`config.mk`:
```
export PLATFORM = sky130hd
export DESIGN_NAME = nic_input_arbiter
export DESIGN_NICKNAME = d
export VERILOG_FILES = /design/src/rtl/nic_input_arbiter_pkg.sv /design/src/rtl/small_fifo.sv /design/src/rtl/nic_input_arbiter.sv
export SDC_FILE = /design/constraint.sdc
export NUM_CORES = 2
export LEC_CHECK = 0
export ABC_CLOCK_PERIOD_IN_PS = 4100
export CORE_AREA = 4 4 630 632
export DETAILED_ROUTE_END_ITERATION = 12
export DIE_AREA = 0 0 634 636
export PLACE_DENSITY = 0.38
export SLEW_MARGIN = 30
export SYNTH_ARGS = -nofsm -noshare
export SYNTH_HDL_FRONTEND = slang
export SYNTH_SLANG_ARGS = --single-unit
```
`constraint.sdc`:
```
create_clock -name clk -period 4.1 [get_ports clk]
set_input_delay 0.615 -clock clk [delete_from_list [all_inputs] [get_ports clk]]
set_output_delay 0.615 -clock clk [all_outputs]
set_load 0.01 [all_outputs]
```
`src/rtl/nic_input_arbiter_pkg.sv`:
```
// Shared register defines and arbiter state encoding for the NIC input arbiter.
package nic_input_arbiter_pkg;

    localparam int UDP_REG_ADDR_WIDTH = 23;
    localparam int ARB_REG_ADDR_WIDTH = 2;

    localparam logic [UDP_REG_ADDR_WIDTH-ARB_REG_ADDR_WIDTH-1:0] ARB_BLOCK_ADDR = 21'h000100;
    localparam logic [ARB_REG_ADDR_WIDTH-1:0] ARB_NUM_PKTS_SENT = 2'd0;
    localparam logic [ARB_REG_ADDR_WIDTH-1:0] ARB_LAST_QUEUE    = 2'd1;
    localparam logic [31:0] ARB_BAD_ADDR_DATA = 32'hDEADBEEF;

    typedef enum logic [1:0] {
        ARB_IDLE,
        ARB_HDRS,
        ARB_PKT
    } arb_state_t;

endpackage

```
`src/rtl/small_fifo.sv`:
```
// Small synchronous FIFO with fall-through head word and a nearly-full flag.
module small_fifo #(
    parameter int WIDTH          = 72,
    parameter int MAX_DEPTH_BITS = 2,
    parameter int NEARLY_FULL    = 2**MAX_DEPTH_BITS - 1
) (
    input  logic [WIDTH-1:0] din,
    input  logic             wr_en,
    input  logic             rd_en,
    output logic [WIDTH-1:0] dout,
    output logic             nearly_full,
    output logic             empty,
    input  logic             clk,
    input  logic             reset
);

    localparam int DEPTH = 2**MAX_DEPTH_BITS;

    logic [WIDTH-1:0]          mem [DEPTH];
    logic [MAX_DEPTH_BITS-1:0] wr_ptr;
    logic [MAX_DEPTH_BITS-1:0] rd_ptr;
    logic [MAX_DEPTH_BITS:0]   depth;

    always_ff @(posedge clk) begin
        if (wr_en) begin
            mem[wr_ptr] <= din;
        end
    end

    always_ff @(posedge clk) begin
        if (reset) begin
            wr_ptr <= '0;
            rd_ptr <= '0;
            depth  <= '0;
        end else begin
            if (wr_en) begin
                wr_ptr <= wr_ptr + 1'b1;
            end
            if (rd_en) begin
                rd_ptr <= rd_ptr + 1'b1;
            end
            case ({wr_en, rd_en})
                2'b10:   depth <= depth + 1'b1;
                2'b01:   depth <= depth - 1'b1;
                default: depth <= depth;
            endcase
        end
    end

    assign dout        = mem[rd_ptr];
    assign empty       = (depth == '0);
    assign nearly_full = (depth >= (MAX_DEPTH_BITS+1)'(NEARLY_FULL));

endmodule

```
`src/rtl/nic_input_arbiter.sv`:
```
// Packet-granular round-robin arbiter over per-queue FIFOs, with a
// packet counter and last-grant register on the UDP register ring.
module nic_input_arbiter
    import nic_input_arbiter_pkg::*;
#(
    parameter int DATA_WIDTH        = 64,
    parameter int CTRL_WIDTH        = DATA_WIDTH/8,
    parameter int NUM_QUEUES        = 8,
    parameter int UDP_REG_SRC_WIDTH = 2,
    parameter int FIFO_DEPTH_BITS   = 2
) (
    input  logic                               clk,
    input  logic                               reset,

    input  logic [NUM_QUEUES*DATA_WIDTH-1:0]   in_data,
    input  logic [NUM_QUEUES*CTRL_WIDTH-1:0]   in_ctrl,
    input  logic [NUM_QUEUES-1:0]              in_wr,
    output logic [NUM_QUEUES-1:0]              in_rdy,

    output logic [DATA_WIDTH-1:0]              out_data,
    output logic [CTRL_WIDTH-1:0]              out_ctrl,
    output logic                               out_wr,
    input  logic                               out_rdy,

    input  logic                               reg_req_in,
    input  logic                               reg_ack_in,
    input  logic                               reg_rd_wr_L_in,
    input  logic [UDP_REG_ADDR_WIDTH-1:0]      reg_addr_in,
    input  logic [31:0]                        reg_data_in,
    input  logic [UDP_REG_SRC_WIDTH-1:0]       reg_src_in,

    output logic                               reg_req_out,
    output logic                               reg_ack_out,
    output logic                               reg_rd_wr_L_out,
    output logic [UDP_REG_ADDR_WIDTH-1:0]      reg_addr_out,
    output logic [31:0]                        reg_data_out,
    output logic [UDP_REG_SRC_WIDTH-1:0]       reg_src_out
);

    localparam int QW = (NUM_QUEUES > 1) ? $clog2(NUM_QUEUES) : 1;
    localparam int FW = CTRL_WIDTH + DATA_WIDTH;

    logic [NUM_QUEUES-1:0] fifo_empty;
    logic [NUM_QUEUES-1:0] fifo_nearly_full;
    logic [NUM_QUEUES-1:0] fifo_rd;
    logic [FW-1:0]         fifo_dout [NUM_QUEUES];

    arb_state_t      state;
    logic [QW-1:0]   cur_q;
    logic [QW-1:0]   last_grant;
    logic [31:0]     pkt_count;

    logic            grant_found;
    logic [QW-1:0]   grant_q;
    logic [FW-1:0]   head;
    logic [CTRL_WIDTH-1:0] head_ctrl;
    logic            rd_en;
    logic            eop;

    for (genvar g = 0; g < NUM_QUEUES; g++) begin : g_queue
        small_fifo #(
            .WIDTH          (FW),
            .MAX_DEPTH_BITS (FIFO_DEPTH_BITS),
            .NEARLY_FULL    (2**FIFO_DEPTH_BITS - 1)
        ) u_fifo (
            .din         ({in_ctrl[g*CTRL_WIDTH +: CTRL_WIDTH], in_data[g*DATA_WIDTH +: DATA_WIDTH]}),
            .wr_en       (in_wr[g]),
            .rd_en       (fifo_rd[g]),
            .dout        (fifo_dout[g]),
            .nearly_full (fifo_nearly_full[g]),
            .empty       (fifo_empty[g]),
            .clk         (clk),
            .reset       (reset)
        );
    end

    assign in_rdy = ~fifo_nearly_full;

    // Scan starts one past the last granted queue so service rotates fairly.
    always_comb begin
        int unsigned idx;
        idx         = 0;
        grant_found = 1'b0;
        grant_q     = '0;
        for (int unsigned i = 1; i <= NUM_QUEUES; i++) begin
            idx = (32'(last_grant) + i) % NUM_QUEUES;
            if (!grant_found && !fifo_empty[idx]) begin
                grant_found = 1'b1;
                grant_q     = QW'(idx);
            end
        end
    end

    always_comb begin
        head      = fifo_dout[cur_q];
        head_ctrl = head[FW-1 -: CTRL_WIDTH];
        rd_en     = (state != ARB_IDLE) && !fifo_empty[cur_q] && out_rdy;
        eop       = rd_en && (state == ARB_PKT) && (head_ctrl != '0);
        fifo_rd   = '0;
        if (rd_en) begin
            fifo_rd[cur_q] = 1'b1;
        end
    end

    always_ff @(posedge clk) begin
        if (reset) begin
            state      <= ARB_IDLE;
            cur_q      <= '0;
            last_grant <= QW'(NUM_QUEUES-1);
            out_wr     <= 1'b0;
            out_data   <= '0;
            out_ctrl   <= '0;
        end else begin
            out_wr <= rd_en;
            if (rd_en) begin
                out_data <= head[DATA_WIDTH-1:0];
                out_ctrl <= head_ctrl;
            end
            case (state)
                ARB_IDLE: begin
                    if (grant_found) begin
                        cur_q <= grant_q;
                        state <= ARB_HDRS;
                    end
                end
                ARB_HDRS: begin
                    if (rd_en && head_ctrl == '0) begin
                        state <= ARB_PKT;
                    end
                end
                ARB_PKT: begin
                    if (eop) begin
                        last_grant <= cur_q;
                        state      <= ARB_IDLE;
                    end
                end
                default: state <= ARB_IDLE;
            endcase
        end
    end

    logic                          tag_hit;
    logic [ARB_REG_ADDR_WIDTH-1:0] reg_off;
    logic                          cnt_wr;

    assign tag_hit = (reg_addr_in[UDP_REG_ADDR_WIDTH-1:ARB_REG_ADDR_WIDTH] == ARB_BLOCK_ADDR);
    assign reg_off = reg_addr_in[ARB_REG_ADDR_WIDTH-1:0];
    assign cnt_wr  = reg_req_in && tag_hit && !reg_rd_wr_L_in && (reg_off == ARB_NUM_PKTS_SENT);

    // A software write to the counter wins over a same-cycle EOP increment.
    always_ff @(posedge clk) begin
        if (reset) begin
            reg_req_out     <= 1'b0;
            reg_ack_out     <= 1'b0;
            reg_rd_wr_L_out <= 1'b1;
            reg_addr_out    <= '0;
            reg_data_out    <= '0;
            reg_src_out     <= '0;
            pkt_count       <= '0;
        end else begin
            reg_req_out     <= reg_req_in;
            reg_rd_wr_L_out <= reg_rd_wr_L_in;
            reg_addr_out    <= reg_addr_in;
            reg_src_out     <= reg_src_in;
            if (reg_req_in && tag_hit) begin
                reg_ack_out <= 1'b1;
                case (reg_off)
                    ARB_NUM_PKTS_SENT: reg_data_out <= reg_rd_wr_L_in ? pkt_count : reg_data_in;
                    ARB_LAST_QUEUE:    reg_data_out <= 32'(last_grant);
                    default:           reg_data_out <= ARB_BAD_ADDR_DATA;
                endcase
            end else begin
                reg_ack_out  <= reg_ack_in;
                reg_data_out <= reg_data_in;
            end
            if (cnt_wr) begin
                pkt_count <= reg_data_in;
            end else if (eop) begin
                pkt_count <= pkt_count + 32'd1;
            end
        end
    end

endmodule

```
==> metrics.md <==
| Metric | Value |
|---|---|
| Status | `finished, final reports clean` |
| Endpoints failing setup | `0` |
| Hold Path End | `g_queue[7].u_fifo.depth[1]` |
| Crit-path max FO | `33` |
| Area taken by multi-input logic gates | `0.0221 mm²` |
| Post-Synth Adder-Cell Area | `0.00717` |
| I/O pin count | `788` |
| Die area | `0.403 mm²` |
| Switching share of power | `0.250` |
| Top cells by area, synth | `edfxtp_1 (71%), mux4_2 (12%), dfxtp_1 (5.0%), mux2i_1 (1.5%), a221oi_1 (1.2%)` |
| Hold Crit Class | `in -> reg` |
| Final period utilization | `0.944` |
| Share of the synthesized area in the top cell type | `0.711` |
| Max capacitance violation total | `0` |
| First-pass GRT wire length | `481 mm` |
| Die Y | `636 µm` |
| Tightest Pin Transition | `0.965 ns` |
| Syn avg cell area | `20.3 µm²` |
| Largest net degree at the start of global routing | `112` |
| Post-Synth Simple-Gate Area | `0.0298` |
| Post-synthesis mux area share | `0.134` |
| Post-route DRC | `0` |
| Max-slew headroom | `0.357` |
| Crit Path Class | `reg -> reg` |
| Total gr overflow | `0` |
| Synth-to-layout area growth | `26.6%` |
| Routed WL per cell | `31.6 µm` |
| Post-synth top area cell | `edfxtp_1` |
| Compound-Gate Fraction of Synth Area | `0.0469` |
| CP Capture Type | `flip-flop` |
| Worst-path clk slew | `0.06 ns` |
| HPWL Detailed | `253 mm` |
| RR Startpoint | `cur_q[1]` |
| Peak Freq | `0.258 GHz` |
| Ys async rst share | `0` |
| Vias | `52,184` |
| Combinational group share of total power | `0.109` |
| Post-synthesis xor/xnor area fraction | `0.00666` |
| Post-synth EDFFs | `2,304` |
| Hold Crit Start | `reset` |
| CTS tree | `built` |
| Switching pwr | `15.9 mW` |
| Post-Syn Nets | `5,498` |
| Post-route ant nets | `0` |
| Starting Density | `0.249` |
| RD Place Congestion | `0.839` |
| Sink Count | `2,549` |
| Clock skew | `0.0742 ns` |
| Seq/Total Area, Yosys | `0.761` |
| Synthesis Warnings | `0` |
| Total Routing Usage GR | `0.174` |
| FF+latch area | `0.0742 mm²` |
| Sequential power share | `0.475` |
| Setup slack, reg-to-reg | `0.23 ns` |
| Vias per cell | `4.60` |
| Post-Syn Area | `0.0974 mm²` |
| Core ar. | `0.391 mm²` |
| Count leader, synth | `edfxtp_1` |
| Lkg Pwr | `37.9 nW` |
| Largest family of logic cells by synthesized area | `multiplexers` |
| Minimum clock period | `3.87 ns` |
| Hold Path Stages | `2` |
| Clock root cell | `clkbuf_16` |
| Fin. Hold Viols | `0` |
| Fillcell total | `37,896` |
| H-tree depth | `5` |
| Share of layout cells above drive strength 1 | `0.208` |
| Cells after Synth | `4,800` |
| Layout Utilization | `0.315` |
| Dominant synthesized flop cell | `edfxtp_1` |
| Nets | `6,525` |
| Number of global-route vias before repair | `53,761` |
| Unrepaired setup endpoints after global routing | `no` |
| Drt total wl | `359 mm` |
| Initial DRC count | `3,822` |
| Crit path DAT | `4.63 ns` |
| WP data required | `4.86 ns` |
| Max Slew Vio Count | `0` |
| Post-CTS Hold Buffers | `0` |
| Num CTS Buffers | `307` |
| Port buffer count | `787` |
| Synth unique cells | `68` |
| Synthesis-stage register bit count | `2,549` |
| Worst R2R End | `pkt_count[11]` |
| Initial antenna violation count | `261` |
| Clk network pwr share | `0.417` |
| Later-pin clock latency in the skew report | `0.93 ns` |
| Die W | `634 µm` |
| Cell Pwr Density | `515 mW/mm²` |
| Peak supply drop | `0.394 mV` |
| Int Pwr | `47.7 mW` |
| # rows | `230` |
| Final setup TNS | `0 ns` |
| DR pass1 iterations | `6` |
| FF-to-FF path depth | `9` |
| Most frequent cells after synthesis | `edfxtp_1 (2,304), mux4_2 (516), dfxtp_1 (245)` |
| CP Launch Type | `flip-flop` |
| CTS max path bufs | `4` |
[power groups by stage]
stage                     clock network (mW)  registers [mW]  logic (mW)
after detailed placement                   0            30.7        7.24
final                                   26.5            30.1        6.91
after CTS                               27.3            30.2        7.27
after global placement                     0            30.6        7.22
after floorplan                            0            30.6        2.80
after global routing                    28.5            30.2        7.38
[flip-flops by register name, indices dropped and copies added, names as in the netlist, 2 cells and up, named ones only]
| register | count |
|---|---|
| g_queue.u_fifo.rd_ptr | 16 |
| out_ctrl | 8 |
| g_queue.u_fifo.wr_ptr | 16 |
| state | 2 |
| reg_addr_out | 23 |
| last_grant | 3 |
| g_queue.u_fifo.mem | 2304 |
| pkt_count | 32 |
| out_data | 64 |
| reg_src_out | 2 |
| g_queue.u_fifo.depth | 24 |
| reg_data_out | 32 |
| cur_q | 3 |
[final cells by class]
class / instances / area share
sequential: 2549 / 0.602
clock inverter: 165 / 0.0130
antenna: 42 / 0.000853
timing repair buffer: 1000 / 0.0838
clock buffer: 388 / 0.0663
tap: 5220 / 0.0530
multi-input combinational: 1906 / 0.179
inverter: 63 / 0.00192
[per-layer routing]
metal	GRT usage	up-vias	routed length [µm]	share of wire
met5	0	-	645	0.0018
met4	0.0362	104	9090	0.025
met2	0.321	1751	190000	0.53
met3	0.0512	766	25300	0.071
met1	0.197	27363	134000	0.37
li1	-	22200	-	-
[worst max-delay path, stage by stage (launching register included)]
cell and delay [ns]:
dfxtp_1 0.87, or4b_1 0.40, o22ai_1 0.14, nor4_1 0.61, nand4_1 0.27, nor4_4 0.67
buf_12 0.29, nor4b_2 0.08, xnor2_1 0.14, a211oi_1 0.25
[worst max path at each step]
stage                                       endpoint  depth (start not counted)     startpoint  slack (ns)
after floorplan                             state[0]                         11  last_grant[0]        0.96
after global placement    g_queue[2].u_fifo.depth[2]                          9       cur_q[1]        0.30
after detailed placement                pkt_count[7]                          9       cur_q[2]        0.20
after CTS                              pkt_count[16]                          9       cur_q[2]        0.17
after global routing                   pkt_count[14]                          9       cur_q[1]        0.07
final                                  pkt_count[11]                          9       cur_q[1]        0.23
[per-stage QoR]
stage          setup slack [ns]  power (mW)  instances  instance area (µm²)  hold slack (ns)
5_1_grt                  0.0672        66.1      11297               123000            0.242
6_report                  0.231        63.5      11333               123000            0.256
3_5_place_dp              0.198        37.9      10738               113000            0.491
4_1_cts                   0.170        64.7      11291               123000            0.171
3_3_place_gp              0.300        37.9      10736               113000            0.483
2_1_floorplan             0.959        33.4       4800                97400            0.453
[placed cells by master (no fill, tap or decap), types with 74 or more instances in the layout]
master / synthesis / layout
a221oi_1: 131 / 112
a22o_1: 129 / 129
a311oi_1: 74 / 74
buf_4: 5 / 145
clkbuf_16: 0 / 313
clkdlybuf4s50_1: 0 / 786
dfxtp_1: 245 / 227
edfxtp_1: 2304 / 2304
mux2i_1: 143 / 143
mux4_2: 516 / 516
nor2_1: 244 / 242
[cell families after synthesis]
logic type,count (synthesis)
adder cells (fa/ha/maj),51
multiplexers,659
buffers and inverters,345
flip-flops,2549
AND/OR/NAND/NOR,545
XOR/XNOR,74
AO/OA/AOI/OAI,577
[repair_timing]
| item | CTS | global route |
|---|---|---|
| resized for setup | 0 | 1 |
| setup endpoints to repair | 0 | 21 |
| setup buffers | 0 | 0 |
Note: power is estimated with default switching activity, not from simulation.
